File: src/rtl/tx_source_arbiter.sv
// rtl/tx_source_arbiter.sv - packet-granular round-robin arbiter sharing the tx byte interface
// Bursts are capped at MAX_BURST pops and every grant is followed by GAP_CYCLES of idle.
module tx_source_arbiter #(
   parameter int NUM_REQ    = 2,
   parameter int MAX_BURST  = 64,
   parameter int GAP_CYCLES = 4
) (
   input  logic                 clk_bit,
   input  logic                 rst_n,
   input  logic [NUM_REQ-1:0]   req_enable,
   input  logic [NUM_REQ-1:0]   req_valid,
   input  logic [8*NUM_REQ-1:0] req_data,
   input  logic [NUM_REQ-1:0]   req_last,
   output logic [NUM_REQ-1:0]   req_read,
   output logic [7:0]           tx_d_in,
   output logic                 tx_d_valid,
   input  logic                 tx_read_enable,
   output logic [NUM_REQ-1:0]   grant,
   output logic                 burst_trunc
);

   localparam int OW = (NUM_REQ > 1) ? $clog2(NUM_REQ) : 1;
   localparam int CW = $clog2(MAX_BURST + 1);

   typedef enum logic [1:0] {S_IDLE, S_ARB, S_GRANT, S_GAP} state_t;

   state_t             state, state_nxt;
   logic [OW-1:0]      owner, ptr, pick_idx;
   logic               pick_found;
   logic [CW-1:0]      burst_cnt;
   logic [7:0]         gap_cnt;
   logic [NUM_REQ-1:0] eligible;
   logic               pop, pkt_end, burst_end;

   assign eligible = req_enable & req_valid;

   // Scan downward so the lowest rotated offset from the pointer wins.
   always_comb begin
      pick_found = 1'b0;
      pick_idx   = '0;
      for (int k = NUM_REQ - 1; k >= 0; k--) begin
         if (eligible[(int'(ptr) + k) % NUM_REQ]) begin
            pick_found = 1'b1;
            pick_idx   = OW'((int'(ptr) + k) % NUM_REQ);
         end
      end
   end

   always_comb begin
      grant      = '0;
      req_read   = '0;
      tx_d_in    = 8'h00;
      tx_d_valid = 1'b0;
      if (state == S_GRANT) begin
         grant[owner]    = 1'b1;
         tx_d_in         = req_data[8*owner +: 8];
         tx_d_valid      = req_valid[owner];
         req_read[owner] = tx_read_enable & req_valid[owner];
      end
   end

   assign pop       = |req_read;
   assign pkt_end   = pop & req_last[owner];
   // A last byte landing exactly on the burst limit is a normal packet end.
   assign burst_end = pop & ~req_last[owner] & (burst_cnt == CW'(MAX_BURST - 1));

   always_comb begin
      state_nxt = state;
      case (state)
         S_IDLE:  if (|eligible) state_nxt = S_ARB;
         S_ARB:   state_nxt = pick_found ? S_GRANT : S_IDLE;
         S_GRANT: if (pkt_end || burst_end) state_nxt = (GAP_CYCLES == 0) ? S_ARB : S_GAP;
         S_GAP:   if (gap_cnt <= 8'd1) state_nxt = S_ARB;
         default: state_nxt = S_IDLE;
      endcase
   end

   always_ff @(posedge clk_bit or negedge rst_n) begin
      if (!rst_n) state <= S_IDLE;
      else        state <= state_nxt;
   end

   always_ff @(posedge clk_bit or negedge rst_n) begin
      if (!rst_n) begin
         owner       <= '0;
         ptr         <= '0;
         burst_cnt   <= '0;
         gap_cnt     <= 8'd0;
         burst_trunc <= 1'b0;
      end else begin
         burst_trunc <= burst_end;
         if (state == S_ARB && pick_found) begin
            owner     <= pick_idx;
            ptr       <= (pick_idx == OW'(NUM_REQ - 1)) ? '0 : pick_idx + OW'(1);
            burst_cnt <= '0;
         end else if (pop && burst_cnt != CW'(MAX_BURST)) begin
            burst_cnt <= burst_cnt + CW'(1);
         end
         if (state == S_GRANT && (pkt_end || burst_end))
            gap_cnt <= 8'(GAP_CYCLES);
         else if (state == S_GAP && gap_cnt != 8'd0)
            gap_cnt <= gap_cnt - 8'd1;
      end
   end

endmodule

File: config.mk
export PLATFORM = sky130hd
export DESIGN_NAME = tx_source_arbiter
export DESIGN_NICKNAME = d
export VERILOG_FILES = /design/src/rtl/tx_source_arbiter.sv
export SDC_FILE = /design/constraint.sdc
export NUM_CORES = 1
export LEC_CHECK = 0
export ABC_CLOCK_PERIOD_IN_PS = 2100
export BUFFER_PORTS_ARGS = -buffer_cell sky130_fd_sc_hd__buf_4
export CAP_MARGIN = 20
export CORE_ASPECT_RATIO = 0.7
export CORE_MARGIN = 2
export CORE_UTILIZATION = 35
export CTS_BUF_LIST = sky130_fd_sc_hd__clkbuf_2
export DETAILED_ROUTE_END_ITERATION = 10
export GPL_TIMING_DRIVEN = 0
export PLACE_DENSITY = 0.54
export SLEW_MARGIN = 25
export SYNTH_ARGS = -nofsm -noshare
export SYNTH_HDL_FRONTEND = slang
export SYNTH_SLANG_ARGS = --single-unit
File: constraint.sdc
create_clock -name clk_bit -period 2.1 [get_ports clk_bit]
set_input_delay 0.315 -clock clk_bit [delete_from_list [all_inputs] [get_ports clk_bit]]
set_output_delay 0.315 -clock clk_bit [all_outputs]
set_load 0.01 [all_outputs]
### Word-level counts from Yosys, hierarchy flattened

Index checks and enable logic that the tools add are counted.

* equality and inequality tests: 8
* shifts and indexed selects: 1
* order comparisons: 5
* reduce and logical (&&, ||, !) cells: 13
* bitwise logic cells: 8
* add/subtract/negate cells: 4
* multiplexer cells: 29

Operator list (number)
* $mux W8: 3
* $mux W1: 16
* $shiftx A16 B5 Y8: 1
* $mux W7: 2
* $mux W2: 6
* $le A8 B1 Y1 const B: 1
* $pmux W2 S4: 1
* $reduce_bool A8 Y1: 1
* $sub A8 B1 Y8 const B: 1
* $add A7 B1 Y7 const B: 1
* $eq A7 B6 Y1 const B: 1
* $ne A7 B7 Y1 const B: 1
* $logic_and A1 B1 Y1: 5
* $and A1 B1 Y1: 4
* $and A2 B2 Y2: 2
* $eq A2 B2 Y1 const B: 2
* $lt A1 B2 Y1 const B: 2
* $ne A2 B2 Y1 const B: 2
* $reduce_bool A2 Y1: 2
* $reduce_or A2 Y1: 2
* $lt A2 B3 Y1 const B: 1
* $reduce_and A3 Y1: 1
* $add A1 B1 Y1 const B: 2
* $eq A2 B1 Y1 const B: 1
* other kinds (7): 7

* word-level logic and storage cells: 74
* flip-flop bits (word level): 20
* output and inout bits: 14
* bits of input ports: 25

### Depth between registers and ports, before layout

* depth in word-level cells: 12
* depth in mapped cells: 7
* depth with buffers taken out: 6

### Worst setup path before layout

No wires, ideal clock.

* path type: reg-to-output
* from: register owner
* to: output req_read[1]
* data arrival time: 1.260 ns
* required time: 1.785 ns
* path slack: 0.525 ns
* cell stages (with the launch flop): 6
* path through: dfrtp_1 > buf_6 > mux2_4 > and3_4 > buf_6 > and2_1

* word-level cells in the longest chain between the ends: 6
* elaborated cells on any way between the ends: 10

Ends and longest elaborated chain
* start: declaration: RTL line 28 `logic [OW-1:0] owner, ptr, pick_idx;`
* start signal: assignment: RTL line 93 `owner <= pick_idx;`
* $lt A1 B2 Y1 (not written as such) / $ge A1 B1 Y1 (equally long branches): RTL line 58 `req_read[owner] = tx_read_enable & req_valid[owner];`
* $logic_and A1 B1 Y1 (not written as such): RTL line 58
* $mux W1 (not written as such): RTL line 58
* $demux W1 S1: RTL line 58
* $and A2 B2 Y2 (no source line) (*)
* $mux W2 (*): RTL line 54 `if (state == S_GRANT) begin`
* end: declaration: RTL line 14 `output logic [NUM_REQ-1:0] req_read,`

Mark *: on every way between the ends. The rest lies on a longest branch, timed or not. The select of a mux whose other input is x is not followed.

### Final worst setup path

Same ends and word-level chain as after synthesis.

==> metrics <==
status finished clean; H-tree depth 1; Finished Core Util 48.6%; Clock Sink Count 20; flops & latches, synth 20; Pins Over Slew Limit 0; vias 1,124; Post-synth top flop dfrtp_1; CP Cell Sequence buf_6 > mux2_4 > and3_4 > and2_1 > buf_4; total power 1.58 mW; Critical Path Stages 5; antenna cells 0; final WL 3040 microns; root buffer selected by CTS clkbuf_2; CP Launch Type flip-flop; pin count of the biggest net entering global routing 21; via/cell ratio 4.80; hold endpoint ptr$_DFFE_PN0P_; Worst Hold Class in -> reg; Max FO, Critical Path 9; fin crit period 1.99 ns; Fin Hold WS 0.210 ns; Gate Count Post-Synth 142; sequential area share after synthesis 37.0%; Routability Congestion 0.811; CP Capture Type output port; Post-synth EDFFs 0; fmax 502 MHz; setup total negative slack 0 ns; synth top area cells dfrtp_1, ha_1, mux2i_1; wire per inst 13.0 microns; Synth area leader dfrtp_1; Port Buffer Count 38; chip height 56.0 microns; RSZ-0062 raised after global routing false; Syn Std Cell Area 1350 sq um; static leakage 0.799 nW; worst r2r dst state[0]$_DFFE_PN0P_; Starting Density 37.6%; worst-skew pair later-pin latency 0.32 ns; worst path buffer plus inverter count 2; Syn Area/Cell 9.53 sq um; Max Root-Sink Buffers 2; Initial DRC Count 33; Hold Vio Cnt, Final 0; actual slew at the worst max-slew pin 0.485 ns; Clock Skew 0.000730 ns; Clock Pin Slew Worst Setup and Hold Paths 0.20 ns; share of layout cells above drive strength 1 29.3%; DPL Wire Length 2450 microns; Placeable Area 3600 sq um; Netlist cell types 37; synth-to-layout area growth 29.5%; crit-path leading delay family flip-flops; synth warn 0; proportion of netlist area held by the largest area contributor 37.0%; Fillers 339; design area 1750 sq um; Synth Net Count 176; Worst Hold Launch req_enable[1]; CTS tree built; die area 4390 sq um; initial antenna violation count 0; final setup vio count 0; hold path depth 2; slowest CP cell dfrtp_1; Remaining DRCs 0; Crit Path Category reg -> out; WP data arrival 1.68 ns; chip width 78.3 microns; headroom to the max-slew limit 67.4%; all-layer global routing usage 15.1%; antenna-violating nets left 0; max_cap viols 0; R2R depth 6; Async S/R FF share, synth 100%; first-pass GRT wire length 5250 microns; vias in the first global route 1,091; R2R Setup Slk 0.32 ns; reg-to-reg startpoint burst_cnt[1]$_DFFE_PN0P_; Rows 18; Largest stage delay, worst path 0.42 ns; Max rail drop VDD 0.000507 V; CTS buffer count 3; Pre-antenna DRT Iters 4; Crit path required time 1.78 ns; grt ovf 0; Final Cycle Share 94.8%; placed cell areas 1700 sq um; Nets 219; Pwr Density 899 nW/um^2; # IOs 39
where the power goes:
part	total, mW	internal, mW	switching [mW]
clock	0.289	0.164	0.125
combinational	0.670	0.327	0.342
sequential	0.618	0.495	0.122
state kept, by name (all words and copies together), names as in the netlist:
register / count
ptr: 1
burst_trunc: 1
owner: 1
burst_cnt: 7
gap_cnt: 8
state: 2
per-layer routing:
layer | part of all wire (%) | GRT usage (%)
met2 | 46 | 23.4
met4 | 0.30 | 2.26
met3 | 3.2 | 3.90
met5 | 0 | 0
met1 | 50 | 21.5
worst max-delay path by stage:
stage | start | end | slack (ns)
after floorplan | owner$_DFFE_PN0P_ | req_read[1] | 0.53
after global placement | burst_cnt[1]$_DFFE_PN0P_ | state[0]$_DFFE_PN0P_ | 0.37
after detailed placement | burst_cnt[1]$_DFFE_PN0P_ | state[0]$_DFFE_PN0P_ | 0.34
after CTS | owner$_DFFE_PN0P_ | req_read[1] | 0.0002
after global routing | state[0]$_DFFE_PN0P_ | tx_d_in[3] | 0.008
final | owner$_DFFE_PN0P_ | req_read[1] | 0.11
timing repair:
item,in CTS,in global routing
hold endpoints to repair,20,0
buffers inserted,1,0
pin swaps,0,0
resized for setup,3,1
hold buffers,1,0
setup endpoints to repair,11,3
cell usage in the layout, fill, tap and decap left out, drive strengths merged, types with 2 or more instances in the layout:
cell type,n
a21oi,5
a22oi,2
a31oi,2
and2,3
and3,4
buf,42
clkbuf,3
dfrtp,20
ha,9
inv,8
mux2i,10
nand2,5
nand3,9
nand4,2
nor2,17
nor2b,10
nor3,5
nor4,2
o21ai,3
xnor2,3
xor2,8
area by class of cell:
| class | count | area, sq um | share of cell area [%] |
|---|---|---|---|
| multi-input combinational | 109 | 792 | 45.2 |
| sequential | 20 | 500 | 28.6 |
| timing repair buffer | 40 | 303 | 17.3 |
| tap | 50 | 62.6 | 3.57 |
| clock inverter | 1 | 30.0 | 1.71 |
| inverter | 8 | 30.0 | 1.71 |
| buffer | 3 | 20.0 | 1.14 |
| clock buffer | 3 | 15.0 | 0.857 |
kinds of logic (layout without fill, tap and decap cells):
| logic type | after synthesis | in the layout | synth area share (%) |
|---|---|---|---|
| and+or+nand+nor | 59 | 59 | 22.6 |
| DFF | 20 | 20 | 37.0 |
| AOI/OAI and AO/OA | 19 | 19 | 11.7 |
| buffers and inverters | 13 | 55 | 4.71 |
| xor gates and xnor gates | 11 | 11 | 7.12 |
| muxes | 11 | 11 | 8.50 |
| adders and majority gates | 9 | 9 | 8.32 |
Yosys cell counts (all sizes together) (4+ instances only):
library cell	instances
xor2	8
inv	8
a21oi	5
nor2b	10
nand3	9
dfrtp	20
nand2	5
nor3	5
mux2i	10
ha	9
and3	4
nor2	17
worst reg2reg max path: cells and delay by family, from the launching register on:
family                     cells  cell delay, ns
and+or+nand+nor                2            0.59
DFF                            1            0.42
AOI/OAI and AO/OA              2            0.33
muxes                          1            0.21
adders and majority gates      1            0.18
metrics by stage:
stage,setup WS [ns],std cells
after floorplan,0.525,142
after global placement,0.369,230
after detailed placement,0.345,230
after CTS,0.000160,236
after global routing,0.00787,234
final,0.109,234
(Power assumes the default switching activity.)
